**src/rtl/fir_cfg_pkg.sv**
```systemverilog
// fir_cfg_pkg: fir slave address map, ap_ctrl bit positions and sequencer states.
package fir_cfg_pkg;
  localparam logic [11:0] ADDR_AP_CTRL  = 12'h000;
  localparam logic [11:0] ADDR_DATA_LEN = 12'h010;
  localparam logic [11:0] ADDR_TAP_BASE = 12'h020;
  localparam int AP_START_BIT = 0;
  localparam int AP_DONE_BIT  = 1;
  localparam int AP_IDLE_BIT  = 2;
  typedef enum logic [2:0] {
    S_IDLE, S_TAP_WR, S_TAP_RD, S_LEN_WR, S_START_WR, S_POLL_AR, S_POLL_R, S_POLL_GAP
  } state_t;
  function automatic logic [11:0] tap_addr(input logic [3:0] i);
    return ADDR_TAP_BASE + {6'd0, i, 2'd0};
  endfunction
endpackage

```
**src/rtl/fir_cfg_master_if.sv**
```systemverilog
// fir_cfg_master_if: AXI-lite signals without a write-response channel.
interface fir_cfg_master_if #(
  parameter int pADDR_WIDTH = 12,
  parameter int pDATA_WIDTH = 32
) ();
  logic awvalid, awready, wvalid, wready, arvalid, arready, rvalid, rready;
  logic [pADDR_WIDTH-1:0] awaddr, araddr;
  logic [pDATA_WIDTH-1:0] wdata, rdata;
  modport master (
    output awvalid, awaddr, wvalid, wdata, arvalid, araddr, rready,
    input  awready, wready, arready, rvalid, rdata
  );
  modport slave (
    input  awvalid, awaddr, wvalid, wdata, arvalid, araddr, rready,
    output awready, wready, arready, rvalid, rdata
  );
endinterface

```
**src/rtl/fir_cfg_axil_port.sv**
```systemverilog
// fir_cfg_axil_port: one-shot AXI-lite write/read engine with independent AW/W tracking.
module fir_cfg_axil_port #(
  parameter int pADDR_WIDTH = 12,
  parameter int pDATA_WIDTH = 32
) (
  input  logic axis_clk,
  input  logic axis_rst_n,
  input  logic req,
  input  logic rw,
  input  logic [pADDR_WIDTH-1:0] addr,
  input  logic [pDATA_WIDTH-1:0] wd,
  output logic ack,
  output logic ar_hs,
  output logic [pDATA_WIDTH-1:0] rdata,
  fir_cfg_master_if.master axi
);
  logic aw_done, w_done, aw_hs, w_hs, r_hs, wr_ack;
  assign aw_hs = axi.awvalid & axi.awready;
  assign w_hs = axi.wvalid & axi.wready;
  assign ar_hs = axi.arvalid & axi.arready;
  assign r_hs = axi.rvalid & axi.rready;
  assign wr_ack = aw_done & w_done;
  assign ack = wr_ack | r_hs;
  assign rdata = axi.rdata;
  // a write is acknowledged the cycle after its later handshake; a read on the R handshake itself
  always_ff @(posedge axis_clk)
    if (!axis_rst_n) begin
      axi.awvalid <= 1'b0;
      axi.awaddr <= '0;
      axi.wvalid <= 1'b0;
      axi.wdata <= '0;
      axi.arvalid <= 1'b0;
      axi.araddr <= '0;
      axi.rready <= 1'b0;
      aw_done <= 1'b0;
      w_done <= 1'b0;
    end else begin
      if (aw_hs) begin
        axi.awvalid <= 1'b0;
        axi.awaddr <= '0;
      end
      if (w_hs) begin
        axi.wvalid <= 1'b0;
        axi.wdata <= '0;
      end
      if (ar_hs) begin
        axi.arvalid <= 1'b0;
        axi.araddr <= '0;
        axi.rready <= 1'b1;
      end
      if (r_hs) axi.rready <= 1'b0;
      aw_done <= (aw_done | aw_hs) & ~wr_ack;
      w_done <= (w_done | w_hs) & ~wr_ack;
      if (req & ~rw) begin
        axi.awvalid <= 1'b1;
        axi.awaddr <= addr;
        axi.wvalid <= 1'b1;
        axi.wdata <= wd;
      end
      if (req & rw) begin
        axi.arvalid <= 1'b1;
        axi.araddr <= addr;
      end
    end
endmodule

```
**src/rtl/fir_cfg_master.sv**
```systemverilog
// fir_cfg_master: programs fir taps and length, launches ap_start, polls ap_done.
// FIR_CFG_READBACK_EN inserts a tap readback pass that flags mismatches on err.
module fir_cfg_master
  import fir_cfg_pkg::*;
#(
  parameter int pADDR_WIDTH = 12,
  parameter int pDATA_WIDTH = 32,
  parameter int Tape_Num = 11,
  parameter int POLL_GAP = 4
) (
  input  logic axis_clk,
  input  logic axis_rst_n,
  input  logic coef_we,
  input  logic [3:0] coef_idx,
  input  logic [31:0] coef_wdata,
  input  logic [31:0] data_len,
  input  logic start,
  output logic busy,
  output logic done,
  output logic err,
  fir_cfg_master_if.master axi
);
  localparam logic [3:0] LAST = 4'(Tape_Num - 1);
  state_t state, next;
  logic [3:0] idx, sel;
  logic [31:0] coef [Tape_Num];
  logic [31:0] len_q;
  logic [POLL_GAP-1:0] gap;
  logic req, rw, ack, ar_hs, last, polled_done, err_q;
  logic [pADDR_WIDTH-1:0] addr;
  logic [pDATA_WIDTH-1:0] wd, rdata;
  assign last = idx == LAST;
  assign sel = last ? 4'd0 : idx + 4'd1;
  assign polled_done = rdata[AP_DONE_BIT];
  assign err = err_q;
  fir_cfg_axil_port #(.pADDR_WIDTH(pADDR_WIDTH), .pDATA_WIDTH(pDATA_WIDTH)) u_port (
    .axis_clk, .axis_rst_n, .req, .rw, .addr, .wd, .ack, .ar_hs, .rdata, .axi
  );
  // each command is issued on the cycle the FSM moves on, so valids rise with the new state
  always_comb begin
    next = state;
    req = 1'b0;
    rw = 1'b0;
    addr = '0;
    wd = '0;
    case (state)
      S_IDLE: if (start) begin
        next = S_TAP_WR;
        req = 1'b1;
        addr = pADDR_WIDTH'(tap_addr(4'd0));
        wd = pDATA_WIDTH'(coef[0]);
      end
      S_TAP_WR, S_TAP_RD: if (ack) begin
        req = 1'b1;
        if (!last) begin
          rw = state == S_TAP_RD;
          addr = pADDR_WIDTH'(tap_addr(sel));
          wd = pDATA_WIDTH'(coef[sel]);
        end
`ifdef FIR_CFG_READBACK_EN
        else if (state == S_TAP_WR) begin
          next = S_TAP_RD;
          rw = 1'b1;
          addr = pADDR_WIDTH'(tap_addr(sel));
        end
`endif
        else begin
          next = S_LEN_WR;
          addr = pADDR_WIDTH'(ADDR_DATA_LEN);
          wd = pDATA_WIDTH'(len_q);
        end
      end
      S_LEN_WR: if (ack) begin
        next = S_START_WR;
        req = 1'b1;
        addr = pADDR_WIDTH'(ADDR_AP_CTRL);
        wd = pDATA_WIDTH'(1) << AP_START_BIT;
      end
      S_START_WR: if (ack) begin
        next = S_POLL_AR;
        req = 1'b1;
        rw = 1'b1;
        addr = pADDR_WIDTH'(ADDR_AP_CTRL);
      end
      S_POLL_AR: next = ar_hs ? S_POLL_R : S_POLL_AR;
      S_POLL_R: if (ack) next = polled_done ? S_IDLE : S_POLL_GAP;
      S_POLL_GAP: if (gap == '0) begin
        next = S_POLL_AR;
        req = 1'b1;
        rw = 1'b1;
        addr = pADDR_WIDTH'(ADDR_AP_CTRL);
      end
      default: next = S_IDLE;
    endcase
  end
  always_ff @(posedge axis_clk)
    if (!axis_rst_n) begin
      state <= S_IDLE;
      idx <= '0;
      len_q <= '0;
      gap <= '0;
      busy <= 1'b0;
      done <= 1'b0;
      err_q <= 1'b0;
      for (int i = 0; i < Tape_Num; i++) coef[i] <= '0;
    end else begin
      state <= next;
      idx <= next != state ? 4'd0 : ack ? idx + 4'd1 : idx;
      gap <= state == S_POLL_GAP ? gap - POLL_GAP'(1) : POLL_GAP'(POLL_GAP - 1);
      if (state == S_IDLE && coef_we && coef_idx <= LAST) coef[coef_idx] <= coef_wdata;
      if (state == S_IDLE && start) begin
        busy <= 1'b1;
        done <= 1'b0;
        err_q <= 1'b0;
        len_q <= data_len;
      end
      if (state == S_POLL_R && ack && polled_done) begin
        busy <= 1'b0;
        done <= 1'b1;
      end
`ifdef FIR_CFG_READBACK_EN
      if (state == S_TAP_RD && ack && rdata != pDATA_WIDTH'(coef[idx])) err_q <= 1'b1;
`endif
    end
`ifndef FIR_CFG_READBACK_EN
  logic unused_rdata;
  assign unused_rdata = ^rdata;
`endif
endmodule

```
**src/flat_wrapper.sv**
```systemverilog
// flat-port wrapper written by rule: the top's interface ports become plain ports
module fir_cfg_master_flat import fir_cfg_pkg::*;
#(
  parameter int pADDR_WIDTH = 12,
  parameter int pDATA_WIDTH = 32,
  parameter int Tape_Num = 11,
  parameter int POLL_GAP = 4
)
  (axis_clk, axis_rst_n, coef_we, coef_idx, coef_wdata, data_len, start, busy, done, err, axi_awvalid, axi_awaddr, axi_wvalid, axi_wdata, axi_arvalid, axi_araddr, axi_rready, axi_awready, axi_wready, axi_arready, axi_rvalid, axi_rdata);
  fir_cfg_master_if #(.pADDR_WIDTH(pADDR_WIDTH), .pDATA_WIDTH(pDATA_WIDTH)) axi_i ();
  input  logic axis_clk;
  input  logic axis_rst_n;
  input  logic coef_we;
  input  logic [3:0] coef_idx;
  input  logic [31:0] coef_wdata;
  input  logic [31:0] data_len;
  input  logic start;
  output logic busy;
  output logic done;
  output logic err;
  output wire logic [$bits(axi_i.awvalid)-1:0] axi_awvalid;
  output wire logic [$bits(axi_i.awaddr)-1:0] axi_awaddr;
  output wire logic [$bits(axi_i.wvalid)-1:0] axi_wvalid;
  output wire logic [$bits(axi_i.wdata)-1:0] axi_wdata;
  output wire logic [$bits(axi_i.arvalid)-1:0] axi_arvalid;
  output wire logic [$bits(axi_i.araddr)-1:0] axi_araddr;
  output wire logic [$bits(axi_i.rready)-1:0] axi_rready;
  input wire logic [$bits(axi_i.awready)-1:0] axi_awready;
  input wire logic [$bits(axi_i.wready)-1:0] axi_wready;
  input wire logic [$bits(axi_i.arready)-1:0] axi_arready;
  input wire logic [$bits(axi_i.rvalid)-1:0] axi_rvalid;
  input wire logic [$bits(axi_i.rdata)-1:0] axi_rdata;
  assign axi_awvalid = axi_i.awvalid;
  assign axi_awaddr = axi_i.awaddr;
  assign axi_wvalid = axi_i.wvalid;
  assign axi_wdata = axi_i.wdata;
  assign axi_arvalid = axi_i.arvalid;
  assign axi_araddr = axi_i.araddr;
  assign axi_rready = axi_i.rready;
  assign axi_i.awready = axi_awready;
  assign axi_i.wready = axi_wready;
  assign axi_i.arready = axi_arready;
  assign axi_i.rvalid = axi_rvalid;
  assign axi_i.rdata = axi_rdata;
  fir_cfg_master #(.pADDR_WIDTH(pADDR_WIDTH), .pDATA_WIDTH(pDATA_WIDTH), .Tape_Num(Tape_Num), .POLL_GAP(POLL_GAP)) u_core (.axis_clk(axis_clk), .axis_rst_n(axis_rst_n), .coef_we(coef_we), .coef_idx(coef_idx), .coef_wdata(coef_wdata), .data_len(data_len), .start(start), .busy(busy), .done(done), .err(err), .axi(axi_i));
endmodule
```
**config.mk**
```make
export PLATFORM = sky130hd
export DESIGN_NAME = fir_cfg_master_flat
export DESIGN_NICKNAME = d
export VERILOG_FILES = /design/src/rtl/fir_cfg_pkg.sv /design/src/rtl/fir_cfg_master_if.sv /design/src/rtl/fir_cfg_axil_port.sv /design/src/rtl/fir_cfg_master.sv /design/src/flat_wrapper.sv
export SDC_FILE = /design/constraint.sdc
export NUM_CORES = 1
export LEC_CHECK = 0
export BUFFER_PORTS_ARGS = -buffer_cell sky130_fd_sc_hd__buf_2
export CORE_UTILIZATION = 53
export DETAILED_ROUTE_END_ITERATION = 12
export PLACE_DENSITY = 0.74
export SLEW_MARGIN = 0
export SYNTH_ARGS = -nofsm -noshare
export SYNTH_HDL_FRONTEND = slang
export SYNTH_SLANG_ARGS = --single-unit
```
**constraint.sdc**
```tcl
create_clock -name axis_clk -period 3.6 [get_ports axis_clk]
set_input_delay 0.18 -clock axis_clk [delete_from_list [all_inputs] [get_ports axis_clk]]
set_output_delay 0.18 -clock axis_clk [all_outputs]
set_load 0.01 [all_outputs]
```
==> results of run 1 <==
-- cells by family after synthesis --
family | count (synthesis) | share of synthesized area [%]
buffers and inverters | 276 | 4.59
and+or+nand+nor | 749 | 11.6
xor gates and xnor gates | 8 | 0.319
DFF | 605 | 63.4
other | 1 | 0.0141
AOI/OAI and AO/OA | 632 | 16.1
muxes | 96 | 3.75
adders and majority gates | 3 | 0.141
-- power by group through the flow --
stage          registers, mW  logic, mW  clock network, mW
2_1_floorplan           8.07      0.473                  0
3_3_place_gp            8.08      0.767                  0
3_5_place_dp            8.10      0.789                  0
4_1_cts                 7.96      0.824               6.19
5_1_grt                 7.98      0.908               6.45
6_report                7.96      0.852               6.15
-- sequential cells by signal, indices dropped and copies added, names as in the netlist, 3 cells and up --
register	flops
u_core.coef	512
u_core.gap	4
u_core.idx	4
u_core.len_q	32
u_core.state	3
u_core.u_port.axi.araddr	5
u_core.u_port.axi.awaddr	5
u_core.u_port.axi.wdata	32
-- routing by layer --
metal  wire [µm]  track usage (%)  part of all wire [%]
met4        3870             15.4                   4.7
met5           0                0                     0
met2       37700             51.0                    46
met1       29900             41.1                    36
met3       11200             8.44                    14
-- worst max-delay path: cells and delay by family, from the launching register on --
kind | cells | cell delay [ps]
simple gates | 1 | 330
flops | 1 | 530
buf+inv | 2 | 530
compound gates | 5 | 1210
fa+ha+maj | 1 | 420
-- layout make-up --
type	instances	area share, %
diodes	1	0.00808
flip-flops and latches	605	54.7
clock inverters	17	0.424
well taps	664	2.68
multi-input cells	1663	30.1
repair buffers	253	5.88
clock buffers	95	5.79
inverters	40	0.493
-- how the worst max path moves through the flow --
stage / startpoint / end / slack [ps] / depth (start not counted)
6_report: u_core.idx[1] / u_core.u_port.axi.wdata[0] / 410 / 9
5_1_grt: u_core.idx[1] / u_core.u_port.axi.wdata[0] / 280 / 9
4_1_cts: u_core.idx[1] / u_core.u_port.axi.wdata[8] / 520 / 8
3_5_place_dp: u_core.idx[1] / u_core.u_port.axi.wdata[8] / 540 / 8
3_3_place_gp: u_core.idx[1] / u_core.u_port.axi.wdata[11] / 620 / 7
2_1_floorplan: u_core.idx[0] / u_core.u_port.axi.wdata[10] / 440 / 14
-- cells in the final DEF (no fill, tap or decap), types with 12 or more instances in the layout --
master	instances
a211oi_1	70
a21boi_0	22
a21o_1	19
a21oi_1	191
a221o_1	23
a221oi_1	43
a22oi_1	12
a31oi_1	24
and2_1	12
buf_2	124
buf_4	80
clkbuf_1	19
clkbuf_16	62
conb_1	175
dfxtp_1	124
dlygate4sd3_1	38
edfxtp_1	480
inv_1	37
mux2_2	32
mux2i_1	64
nand2_1	213
nand3_1	23
nor2_1	409
nor2b_1	14
nor3_1	27
o211ai_1	13
o21ai_0	75
o221ai_1	44
o311ai_0	14
-- through the flow --
step	total power, mW	cells	worst slack (ps)	hold slack (ps)
3_3_place_gp	8.85	3187	618	423
3_5_place_dp	8.89	3187	536	427
4_1_cts	15.0	3337	515	41.4
5_1_grt	15.3	3338	284	98.9
6_report	15.0	3338	412	73.6
2_1_floorplan	8.55	2544	435	316
==> metrics, run 1 <==
status finished, final reports clean; vias post-DR about 21,000; Clock transition at path regs about 60 ps; setup TNS 0 ps; Routed WL per cell roughly 25 µm; largest net degree at the start of global routing about 120; setup slack, reg-to-reg 410 ps; DIE HEIGHT roughly 230 µm; Max IR drop VDD about 0.00034 V; fin nets ~2,700; Synth area leader edfxtp_1; die area 51,200 µm²; Worst setup SP type flip-flop; Pleak roughly 11 nW; Post CTS Setup Buffer Count 0; Final GP Congestion approximately 0.90; synth top area cells edfxtp_1, dfxtp_1, nor2_1; CTS sink count 605; PD cells ~480 nW/µm²; post_cts resized 0; Mapped Area between 20,000 and 30,000 µm²; Setup crit end kind flip-flop; dpl cell area between 20,000 and 30,000 µm²; skew final approximately 17 ps; R2R depth 9; minimum clock period between 3000 and 4000 ps; cell depth of the worst hold path 5; Yosys top cell area share a little over half; Slew @ Worst Pin roughly 1100 ps; sw frac between 20% and 30%; Synth Register Bits about 600; Seq pwr share 53.2%; clk_lat worst skew 630 ps; I/O Pins 171; Max stage delay on crit path ~530 ps; fraction of the cycle the final worst path needs between 80% and 90%; Synth cell types 78; CTS buffer count 61; number of flops mapped to enable cells by yosys 480; Hold Buf Count CTS 38; register area about 17,000 µm²; initial core utilization between 50% and 60%; Setup CP Type flip-flop to flip-flop; # rows between 80 and 90; most common cell in the netlist edfxtp_1; Worst path slowest cell dfxtp_1; reg2reg end u_core.u_port.axi.wdata[0]; Critical Path RT 4060 ps; Filler Cell Count approximately 3,800; core box area about 49,000 µm²; switching power approximately 3.3 mW; Final Hold Violating Endpoints 0; Worst R2R Start u_core.idx[1]; gr ovfl total 0; initial antenna violation count 1; P_int between 10 and 15 mW; max cap viols 0; Setup Viol. Count Final 0; Post-Route Utilization approximately 63%; crit path cell chain ha_1 > buf_4 > buf_4 > a21oi_2 > and2_1 > a221oi_1 > a221oi_1 > o221ai_1 > a211oi_1; critical path data arrival time between 3000 and 4000 ps; Routed WL ~83 mm; # H-tree levels 2; routed vias/inst around 6.3; number of global-route vias before repair a little over 20,000; Clock Path Buffers 3; Die Width approximately 230 µm; combinational power share around 5.7%; multi-input logic area ~9300 µm²; gr usage total between 30 and 40%; sequential cell area fraction in the yosys report a little under two thirds; hold endpoint u_core.coef[10][23]; layout cells sized above 1 13.6%; ys async rst share 0%; RSZ-0062 raised after global routing false; post-DP HPWL 49.6 mm; HP Class input port to flip-flop; CTS tree built; ys flop type edfxtp_1; Max Freq between 0.3 and 0.4 GHz; Synth top cells by count edfxtp_1, nor2_1, nand2_1; max-slew violations 0; post-route cell area a little over 30,000 µm²; Syn Area/Cell roughly 11 µm²; Clock Power Share 41.1%; DRT Pass-1 Iters 6; Final ANT Viol Nets 0; remaining routing DRC violations 0; CTS Root Cell clkbuf_16; initial DRC count between 3,000 and 4,000; headroom to the max-slew limit around a quarter; post-synthesis cell count 2,370; IO Port Bufs around 120; Synth Warn # 0; first-pass GRT wire length 121 mm; min-delay src coef_idx[1]; Max FO, Critical Path 11; Area growth, synth to finish 16.0%
(Power assumes the default switching activity.)
==> run 2, diff against run 1 <==
- PLACE_DENSITY: 0.74 -> 0.71
- clock period: 3.6 -> 3.95 ns (I/O delays scaled with it)
==> run 2 against run 1 <==
  * Non-clock buffer count decreased by 6
  * Clock skew up 2.0 ps
  * Clock power is 2% lower
  * Critical endpoint is now u_core.u_port.axi.wdata[19]
  * Critical path type unchanged
  * Largest power group unchanged
  * Final cell count about the same
  * Final area up 0.44%
  * Critical path depth decreased by 1
==> metrics, run 2 (synthesized netlist as in run 1, its figures left out) <==
Setup CP Type flip-flop to flip-flop (unchanged); Clock Power Share 42.8% (was 41.1%); Routed WL per cell 25.3 µm (was 24.8 µm); sw frac 22.2% (about the same); # rows 81 (unchanged); Worst R2R Start u_core.idx[0] (was u_core.idx[1]); most used cell along the critical path a211oi_1; PD cells 452 nW/µm² (was 484 nW/µm²); Max FO, Critical Path 22 (was 11); Critical Path RT 4450 ps (was 4060 ps); Setup crit end kind flip-flop (unchanged); Final GP Congestion 0.866 (was 0.898); final std cells w/o fill 3,340 (was 3,338); I/O Pins 171 (unchanged); CTS sink count 605 (unchanged); Filler Cell Count 3,920 (was 3,771); core box area 49,300 µm² (unchanged); Seq pwr share 51.6% (was 53.2%); max-slew violations 0 (unchanged); placed insts 3,182 (was 3,187); Buf+Inv Stages, Crit Path 2 (unchanged); DRT Pass-1 Iters 8 (was 6); initial antenna violation count 3 (was 1); Clock Path Buffers 3 (unchanged); routed vias/inst 6.32 (was 6.29); R2R depth 8 (was 9); vias post-DR 21,100 (was 21,000); IO Port Bufs 124 (unchanged); number of global-route vias before repair 20,500 (was 20,200); CTS Root Cell clkbuf_16 (unchanged); Pleak 11.5 nW (was 11.4 nW); P_int 10.9 mW (was 11.6 mW); combinational power share 5.5% (was 5.7%); critical path data arrival time 3780 ps (was 3650 ps); gr usage total 33.0% (was 32.1%); Worst setup startpoint u_core.idx[0] (was u_core.idx[1]); setup TNS 0 ps (unchanged); cell depth of the worst hold path 3 (was 5); die area 51,200 µm² (unchanged); Clock transition at path regs 60 ps (about the same); minimum clock period 3280 ps (was 3190 ps); post_cts resized 0 (unchanged); switching power 3.13 mW (was 3.33 mW); fin nets 2,734 (was 2,735); min-delay src coef_wdata[3] (was coef_idx[1]); Die Width 226 µm (unchanged); CTS buffer count 66 (was 61); post-route cell area 31,100 µm² (was 31,000 µm²); most common cell after layout, fill and taps aside edfxtp_1 (unchanged); HP Class input port to flip-flop (unchanged); Worst setup SP type flip-flop (unchanged); clk_lat worst skew 600 ps (was 630 ps); Max Freq 0.305 GHz (was 0.314 GHz); most frequent cells in the layout edfxtp_1, nor2_1, nand2_1, a21oi_1, conb_1 (unchanged); largest net degree at the start of global routing 113 (was 124); RSZ-0062 raised after global routing false (unchanged); Top reg by flops u_core.coef (unchanged); hold endpoint u_core.coef[10][3] (was u_core.coef[10][23]); initial DRC count 2,970 (was 3,198); Final Hold Violating Endpoints 0 (unchanged); first-pass GRT wire length 124 mm (was 121 mm); reg2reg end u_core.u_port.axi.wdata[19] (was u_core.u_port.axi.wdata[0]); headroom to the max-slew limit 24.1% (was 24.5%); setup slack, reg-to-reg 670 ps (was 410 ps); # H-tree levels 3 (was 2); CTS tree built (unchanged); post-DP HPWL 49.6 mm (about the same); Area growth, synth to finish 16.5% (was 16.0%); status finished, final reports clean (unchanged); gr ovfl total 0 (unchanged); DIE HEIGHT 226 µm (unchanged); Worst path slowest cell nor4_1 (was dfxtp_1); crit path cell chain clkinv_2 > ha_4 > inv_1 > nor4_1 > o21ai_0 > a211oi_1 > o32ai_1 > a211oi_1 (was ha_1 > buf_4 > buf_4 > a21oi_2 > and2_1 > a221oi_1 > a221oi_1 > o221ai_1 > a211oi_1); max cap viols 0 (unchanged); Routed WL 84.4 mm (was 82.6 mm); Max stage delay on crit path 870 ps (was 530 ps); Slew @ Worst Pin 1130 ps (about the same); skew final 18.8 ps (was 16.8 ps); max reg flops 512 (unchanged); dpl cell area 28,600 µm² (was 28,700 µm²); Setup Viol. Count Final 0 (unchanged); Top delay family on crit path simple AND/OR/NAND/NOR gates (was compound AO/OA/AOI/OAI gates); fraction of the cycle the final worst path needs 83.0% (was 88.6%); remaining routing DRC violations 0 (unchanged); initial core utilization 54.2% (unchanged); Final ANT Viol Nets 0 (unchanged); layout cells sized above 1 13.6% (about the same); Top Registers u_core.coef: 512 flops, u_core.len_q: 32 flops, u_core.u_port.axi.wdata: 32 flops (unchanged); Max IR drop VDD 0.000280 V (was 0.000341 V)
## run 2: cell count changes in the layout (fill, tap and decap cells not counted), sizes merged
cell	delta
inv	+2
clkbuf	+2
bufinv	+1
clkinvlp	-1
dlygate4sd3	-1
clkinv	+4
buf	-5
## run 2: how the worst max path moves through the flow
stage / endpoint / slack [ps] / depth (start not counted)
after floorplan: u_core.u_port.axi.wdata[10] / 790 / 14
final: u_core.u_port.axi.wdata[19] / 670 / 8
after global placement: u_core.u_port.axi.wdata[15] / 790 / 8
after global routing: u_core.u_port.axi.wdata[20] / 550 / 9
after detailed placement: u_core.u_port.axi.wdata[15] / 750 / 8
after CTS: u_core.u_port.axi.wdata[19] / 730 / 8
## run 2: worst reg2reg max path: stages (launching register included)
cell	delay, ps
dfxtp_4	570
clkinv_2	210
ha_4	320
inv_1	370
nor4_1	880
o21ai_0	200
a211oi_1	260
o32ai_1	140
a211oi_1	230
## run 2: power by group through the flow
stage | Combinational, mW | Sequential [mW] | Clock, mW
2_1_floorplan | 0.431 | 7.36 | 0
3_3_place_gp | 0.705 | 7.37 | 0
3_5_place_dp | 0.724 | 7.38 | 0
4_1_cts | 0.756 | 7.25 | 6.05
5_1_grt | 0.831 | 7.27 | 6.32
6_report | 0.776 | 7.25 | 6.02
## run 2: stage by stage
step / power (mW) / utilization (%) / worst slack, ps / hold slack (ps)
2_1_floorplan: 7.79 / - / 785 / 333
3_3_place_gp: 8.07 / 58.1 / 794 / 441
3_5_place_dp: 8.11 / 58.1 / 748 / 447
4_1_cts: 14.1 / 63.1 / 733 / 115
5_1_grt: 14.4 / 63.1 / 549 / 149
6_report: 14.1 / 63.1 / 670 / 139
## run 2: what timing repair did
item / CTS / global route
hold endpoints to repair: 37 / 0
hold buffers: 37 / 0
buffers inserted: 0 / 0
## run 2: layout make-up
type | count | area (µm²) | area share (%)
clock inverter | 23 | 195 | 0.628
antenna | 1 | 2.50 | 0.00805
tap | 664 | 831 | 2.67
multi-input combinational | 1663 | 9320 | 30.0
clock buffer | 97 | 1900 | 6.12
timing repair buffer | 247 | 1770 | 5.71
sequential | 605 | 16900 | 54.4
inverter | 40 | 153 | 0.491
## run 2: layer usage
metal	routed length [µm]	vias to the layer above	track usage [%]	share of wire, %
met5	9	-	0	0.011
met4	3390	2	15.2	4.0
met3	10900	252	7.02	13
met2	39200	1579	53.3	46
met1	30900	10200	42.7	37
li1	-	9071	-	-
